==> config.mk <==
export PLATFORM = sky130hd
export DESIGN_NAME = btb_nway
export DESIGN_NICKNAME = d
export VERILOG_FILES = /design/src/rtl/btb_nway.sv
export SDC_FILE = /design/constraint.sdc
export NUM_CORES = 2
export LEC_CHECK = 0
export BUFFER_PORTS_ARGS = -buffer_cell sky130_fd_sc_hd__buf_2
export CORE_MARGIN = 10
export CORE_UTILIZATION = 50
export CTS_CLUSTER_DIAMETER = 150
export DETAILED_ROUTE_END_ITERATION = 12
export GPL_ROUTABILITY_DRIVEN = 0
export PLACE_DENSITY_LB_ADDON = 0.25
export SYNTH_ARGS = -nofsm -noshare
export SYNTH_HDL_FRONTEND = slang
export SYNTH_SLANG_ARGS = --single-unit
==> constraint.sdc <==
create_clock -name clk -period 15 [get_ports clk]
set_input_delay 0.75 -clock clk [delete_from_list [all_inputs] [get_ports clk]]
set_output_delay 0.75 -clock clk [all_outputs]
set_load 0.02 [all_outputs]
==> src/rtl/btb_nway.sv <==
// N-way set-associative branch target buffer: registered lookup, round-robin
// replacement, multi-cycle flush sweep. Define BTB_PRED_EN for 2-bit direction counters.
module btb_nway #(
  parameter int WAYS = 2,
  parameter int SETS = 16,
  parameter int XLEN = 32
) (
  input  logic            clk,
  input  logic            rst,
  input  logic            lookup_valid,
  input  logic [XLEN-1:0] lookup_pc,
  output logic            rsp_valid,
  output logic            rsp_hit,
  output logic [XLEN-1:0] rsp_target,
  output logic            rsp_branch,
  output logic            rsp_jump,
  output logic            rsp_taken,
  input  logic            upd_valid,
  input  logic [XLEN-1:0] upd_pc,
  input  logic [XLEN-1:0] upd_target,
  input  logic            upd_branch,
  input  logic            upd_jump,
  input  logic            upd_taken,
  input  logic            flush,
  output logic            busy
);
  localparam int SET_BITS  = $clog2(SETS);
  localparam int TAG_WIDTH = XLEN - 2 - SET_BITS;
  localparam int RR_W      = (WAYS > 1) ? $clog2(WAYS) : 1;

  typedef enum logic {IDLE, FLUSH} state_t;

  state_t                state;
  logic [SET_BITS-1:0]   set_cnt;
  logic [WAYS-1:0]       valid     [SETS];
  logic [WAYS-1:0]       jump_line [SETS];
  logic [RR_W-1:0]       rr_ptr    [SETS];
  logic [TAG_WIDTH-1:0]  tag       [SETS][WAYS];
  logic [XLEN-1:0]       target    [SETS][WAYS];
`ifdef BTB_PRED_EN
  logic [1:0]            cnt       [SETS][WAYS];
`endif

  logic [SET_BITS-1:0]  l_set, u_set;
  logic [TAG_WIDTH-1:0] l_tag, u_tag;
  assign l_set = lookup_pc[SET_BITS+1:2];
  assign l_tag = lookup_pc[XLEN-1:SET_BITS+2];
  assign u_set = upd_pc[SET_BITS+1:2];
  assign u_tag = upd_pc[XLEN-1:SET_BITS+2];

  logic unused;
  assign unused = ^{lookup_pc[1:0], upd_pc[1:0]};

  // Descending scans leave the lowest matching / invalid way selected.
  logic            l_hit, u_hit, u_has_inv;
  logic [RR_W-1:0] l_way, u_way, u_inv_way;
  always_comb begin
    l_hit = 1'b0;  l_way = '0;
    u_hit = 1'b0;  u_way = '0;
    u_has_inv = 1'b0;  u_inv_way = '0;
    for (int w = WAYS - 1; w >= 0; w--) begin
      if (valid[l_set][w] && tag[l_set][w] == l_tag) begin
        l_hit = 1'b1;
        l_way = RR_W'(w);
      end
      if (valid[u_set][w] && tag[u_set][w] == u_tag) begin
        u_hit = 1'b1;
        u_way = RR_W'(w);
      end
      if (!valid[u_set][w]) begin
        u_has_inv = 1'b1;
        u_inv_way = RR_W'(w);
      end
    end
  end

  logic            u_is_jump, u_is_br, l_taken;
  logic [RR_W-1:0] victim;
  assign u_is_jump = upd_jump;
  assign u_is_br   = upd_branch && !upd_jump;
  assign victim    = u_has_inv ? u_inv_way : rr_ptr[u_set];
`ifdef BTB_PRED_EN
  assign l_taken = jump_line[l_set][l_way] || cnt[l_set][l_way][1];
`else
  assign l_taken = 1'b1;
`endif

  always_ff @(posedge clk) begin
    if (rst) begin
      rsp_valid  <= 1'b0;
      rsp_hit    <= 1'b0;
      rsp_target <= '0;
      rsp_branch <= 1'b0;
      rsp_jump   <= 1'b0;
      rsp_taken  <= 1'b0;
    end else begin
      rsp_valid <= lookup_valid;
      if (lookup_valid && state == IDLE && l_hit) begin
        rsp_hit    <= 1'b1;
        rsp_target <= target[l_set][l_way];
        rsp_branch <= !jump_line[l_set][l_way];
        rsp_jump   <= jump_line[l_set][l_way];
        rsp_taken  <= l_taken;
      end else begin
        rsp_hit    <= 1'b0;
        rsp_target <= '0;
        rsp_branch <= 1'b0;
        rsp_jump   <= 1'b0;
        rsp_taken  <= 1'b0;
      end
    end
  end

  always_ff @(posedge clk) begin
    if (rst) begin
      state   <= IDLE;
      busy    <= 1'b0;
      set_cnt <= '0;
      for (int s = 0; s < SETS; s++) begin
        valid[s]  <= '0;
        rr_ptr[s] <= '0;
`ifdef BTB_PRED_EN
        for (int w = 0; w < WAYS; w++) cnt[s][w] <= 2'b00;
`endif
      end
    end else begin
      case (state)
        IDLE: begin
          if (flush) begin
            valid[0]  <= '0;
            rr_ptr[0] <= '0;
`ifdef BTB_PRED_EN
            for (int w = 0; w < WAYS; w++) cnt[0][w] <= 2'b00;
`endif
            set_cnt <= SET_BITS'(1);
            state   <= FLUSH;
            busy    <= 1'b1;
          end else if (upd_valid && (u_is_jump || u_is_br)) begin
            if (u_hit) begin
              target[u_set][u_way]    <= upd_target;
              jump_line[u_set][u_way] <= u_is_jump;
`ifdef BTB_PRED_EN
              if (u_is_br) begin
                if (upd_taken && cnt[u_set][u_way] != 2'b11)
                  cnt[u_set][u_way] <= cnt[u_set][u_way] + 2'b01;
                else if (!upd_taken && cnt[u_set][u_way] != 2'b00)
                  cnt[u_set][u_way] <= cnt[u_set][u_way] - 2'b01;
              end
`endif
            end else if (u_is_jump || upd_taken) begin
              valid[u_set][victim]     <= 1'b1;
              tag[u_set][victim]       <= u_tag;
              target[u_set][victim]    <= upd_target;
              jump_line[u_set][victim] <= u_is_jump;
`ifdef BTB_PRED_EN
              cnt[u_set][victim] <= 2'b10;
`endif
              if (!u_has_inv)
                rr_ptr[u_set] <= (WAYS == 1) ? '0 : rr_ptr[u_set] + 1'b1;
            end
          end
        end
        FLUSH: begin
          valid[set_cnt]  <= '0;
          rr_ptr[set_cnt] <= '0;
`ifdef BTB_PRED_EN
          for (int w = 0; w < WAYS; w++) cnt[set_cnt][w] <= 2'b00;
`endif
          set_cnt <= set_cnt + 1'b1;
          if (set_cnt == SET_BITS'(SETS - 1)) begin
            state <= IDLE;
            busy  <= 1'b0;
          end
        end
        default: begin
          state <= IDLE;
          busy  <= 1'b0;
        end
      endcase
    end
  end
endmodule

==> flow_summary.toml <==
[critical_path]
r2r-start = "tag[15][44]"
crit_path_start_kind = "input pin"
reg2reg_depth = 11
arrival_ns = 7.53
startpoint = "upd_pc[2]"
crit_path_end = "tag[8][46]"
r2r_slack_ns = 9.00
crit_fanout = 109
r2r-end = "tag[8][46]"
crit_required_ns = 15.51
critPathCaptureType = "flop"
critPathKind = "input pin to flop"

[place]
dp_hpwl_mm = 122
numPortBuffers = 137
dpl_worst_slack_ns = 7.20

[synth]
yosys_register_bits = 1978
synth-edff-count = 1936
synth_top_area_share_pct = 68.4
yosysWarningCount = 0
synth.distinct_cells = 83
syn_area_sq_um = 85000
netlist_top_cells_area = "edfxtp_1 (68%), mux4_2 (17%), mux2i_1 (2.9%)"
avgSynthCellArea_sq_um = 20.9
yosysTopAreaCell = "edfxtp_1"
synth.net_count = 4182
ys.flop_type = "edfxtp_1"
synth_async_sr_flop_share_pct = 0
yosysSeqAreaShare_pct = 69.4
syn_inst = 4077

[power_and_ir_drop]
p_per_area_nw_per_um2 = 124
irDropWorstVdd_mv = 0.124
power.leakage_nw = 30.4

[drt]
wirelength_mm = 224
drcViolationCount = 0
firstDrtPassIters = 6
routed-via-count = 44000
drt_iter0_markers = 5915
detail_route.vias_per_cell = 6.61
wl_per_cell_um = 33.7
ant_nets = 0

[global_route]
grt_pass1_vias = 44100
grt_max_degree = 134
grt_pass1_wl_mm = 319
antenna_found_initial = 18
grt_overflow = 0
gr-usage-all-layers_pct = 23.7

[finish]
final_nets = 4375
layout_common_cells = "edfxtp_1 (1936), mux4_2 (658), mux2i_1 (249)"
syn_to_final_growth_pct = 11.6
layout_commonest_cell = "edfxtp_1"
drive_above_1_share_pct = 30.0

[sta]
relSlewSlack_pct = 19.1
worst_slack_ns = 7.99
hold_viol = 0
tightest_slew_ns = 1.21
fin_crit_ns = 7.01
fmax_mhz = 143
setup_viol = 0
fin_skew_ns = 0.0612
rsz0062_at_grt = "false"
maxSlewViolCount = 0
fin_setup_tns_ns = 0
post-route-period-util_pct = 46.7

[clocking]
cts_buffers = 196
ctsResizeCount = 0
cts_tree = "done"
clock_sinks = 1978
htree_levels = 4
cts_setup_buffers = 0
cts_buffer_depth = 3
cts.clk_slew.worst_paths_ns = 0.06
hold_buffers = 0
clockRootBuffer = "clkbuf_16"
clock_latency_ns = 0.86

[floorplanning]
coreArea_sq_um = 169000
die_h_um = 432
rows = 151
die_area_sq_um = 187000
initial_core_util_pct = 50.2
io_pins = 142
fp.dieW_um = 432

[worst_hold_path]
hp-class = "input pin to flop"

[status]
outcome = "completed"

[job]
maxCapViolCount = 0
## stage by stage
stage	area (sq um)	cells	hold slack [ns]	util, %	total power, W
after floorplan	85000	4077	0.558	-	0.00668
after global placement	88400	6290	0.479	52.2	0.00694
after detailed placement	88400	6290	0.490	52.2	0.00695
after CTS	94900	6652	0.212	56.1	0.0118
after global routing	94900	6657	0.215	56.1	0.0121
final	94900	6659	0.245	56.1	0.0117
## how the worst min path moves through the flow
stage,start,endpoint,depth (start not counted)
after global routing,lookup_valid,rsp_valid,2
after CTS,lookup_valid,rsp_valid,2
after detailed placement,busy,busy,2
after global placement,busy,busy,2
final,lookup_valid,rsp_valid,2
after floorplan,set_cnt[0],set_cnt[0],1
## cells by family (layout without fill, tap and decap cells)
logic type / Yosys count / in the layout / share of synthesized area (%)
AOI/OAI and AO/OA: 320 / 320 / 2.62
xor gates and xnor gates: 112 / 112 / 1.15
adders and majority gates: 1 / 1 / 0.0147
buffers and inverters: 322 / 679 / 2.15
DFF: 1978 / 1978 / 69.4
muxes: 983 / 983 / 22.6
other: 0 / 7 / 0
and+or+nand+nor: 361 / 361 / 2.06
## flip-flops by register name, summed over array words and instances (netlist names)
signal      count
target       1024
tag           832
jump_line      32
rsp_target     32
valid          32
rr_ptr         16
set_cnt         4
busy            1
rsp_branch      1
rsp_jump        1
rsp_taken       1
rsp_valid       1
state           1
## routing by layer
layer / vias up / global-route usage, % / share of wire (%)
met1: 23500 / 32.3 / 39
met5: - / 0 / 0.034
met4: 12 / 8.54 / 3.7
met2: 2295 / 38.4 / 49
li1: 17800 / - / -
met3: 435 / 4.55 / 8.4
## final cells by class
cell class / count / area [sq um]
antenna: 7 / 17.5
inverter: 53 / 199
tap: 2218 / 2780
clock inverter: 111 / 1210
timing repair buffer: 264 / 1750
sequential: 1978 / 59000
fill: 12500 / 74400
clock buffer: 251 / 5290
multi-input combinational: 1777 / 24700
## where the power goes
part / total, W / internal [W] / switching [W]
Clock: 0.00491 / 0.00279 / 0.00212
Combinational: 0.000750 / 0.000299 / 0.000451
Sequential: 0.00609 / 0.00608 / 0.00000797
Total: 0.0117 / 0.00916 / 0.00258
## cell usage after synthesis, types with 4 or more instances
cell and number:
edfxtp_1 1936, mux4_2 658, mux2i_1 249, nor2_1 104
a21oi_1 95, clkbuf_1 82, xnor2_1 82, nand2_1 71
mux4_1 70, a22oi_1 63, buf_1 59, buf_2 59
nor3_1 51, inv_1 50, nand3_1 48, dfxtp_1 42
xor2_1 30, o21ai_2 29, buf_4 28, o21ai_0 20
nand4_1 19, a221oi_1 18, nor2b_1 18, buf_12 15
buf_6 15, a22o_1 14, a211oi_1 12, o22ai_1 10
a31oi_1 9, nor4_1 8, nand3b_1 7, and3_1 6
nand2b_1 6, a2111oi_0 5, mux2_2 4, o21ai_1 4
or4_1 4
## critical path: stages
cell and delay (ns):
buf_8 0.50, buf_12 0.66, buf_4 0.85, mux4_2 0.59
mux2i_1 0.23, xnor2_1 0.10, nor2_1 0.19, nand4_1 0.20
a2111oi_0 0.81, nand4_1 0.59, nand4_1 0.75, buf_4 0.62
nor3_2 0.06, buf_4 0.35
Power figures use the tool's default switching activity.
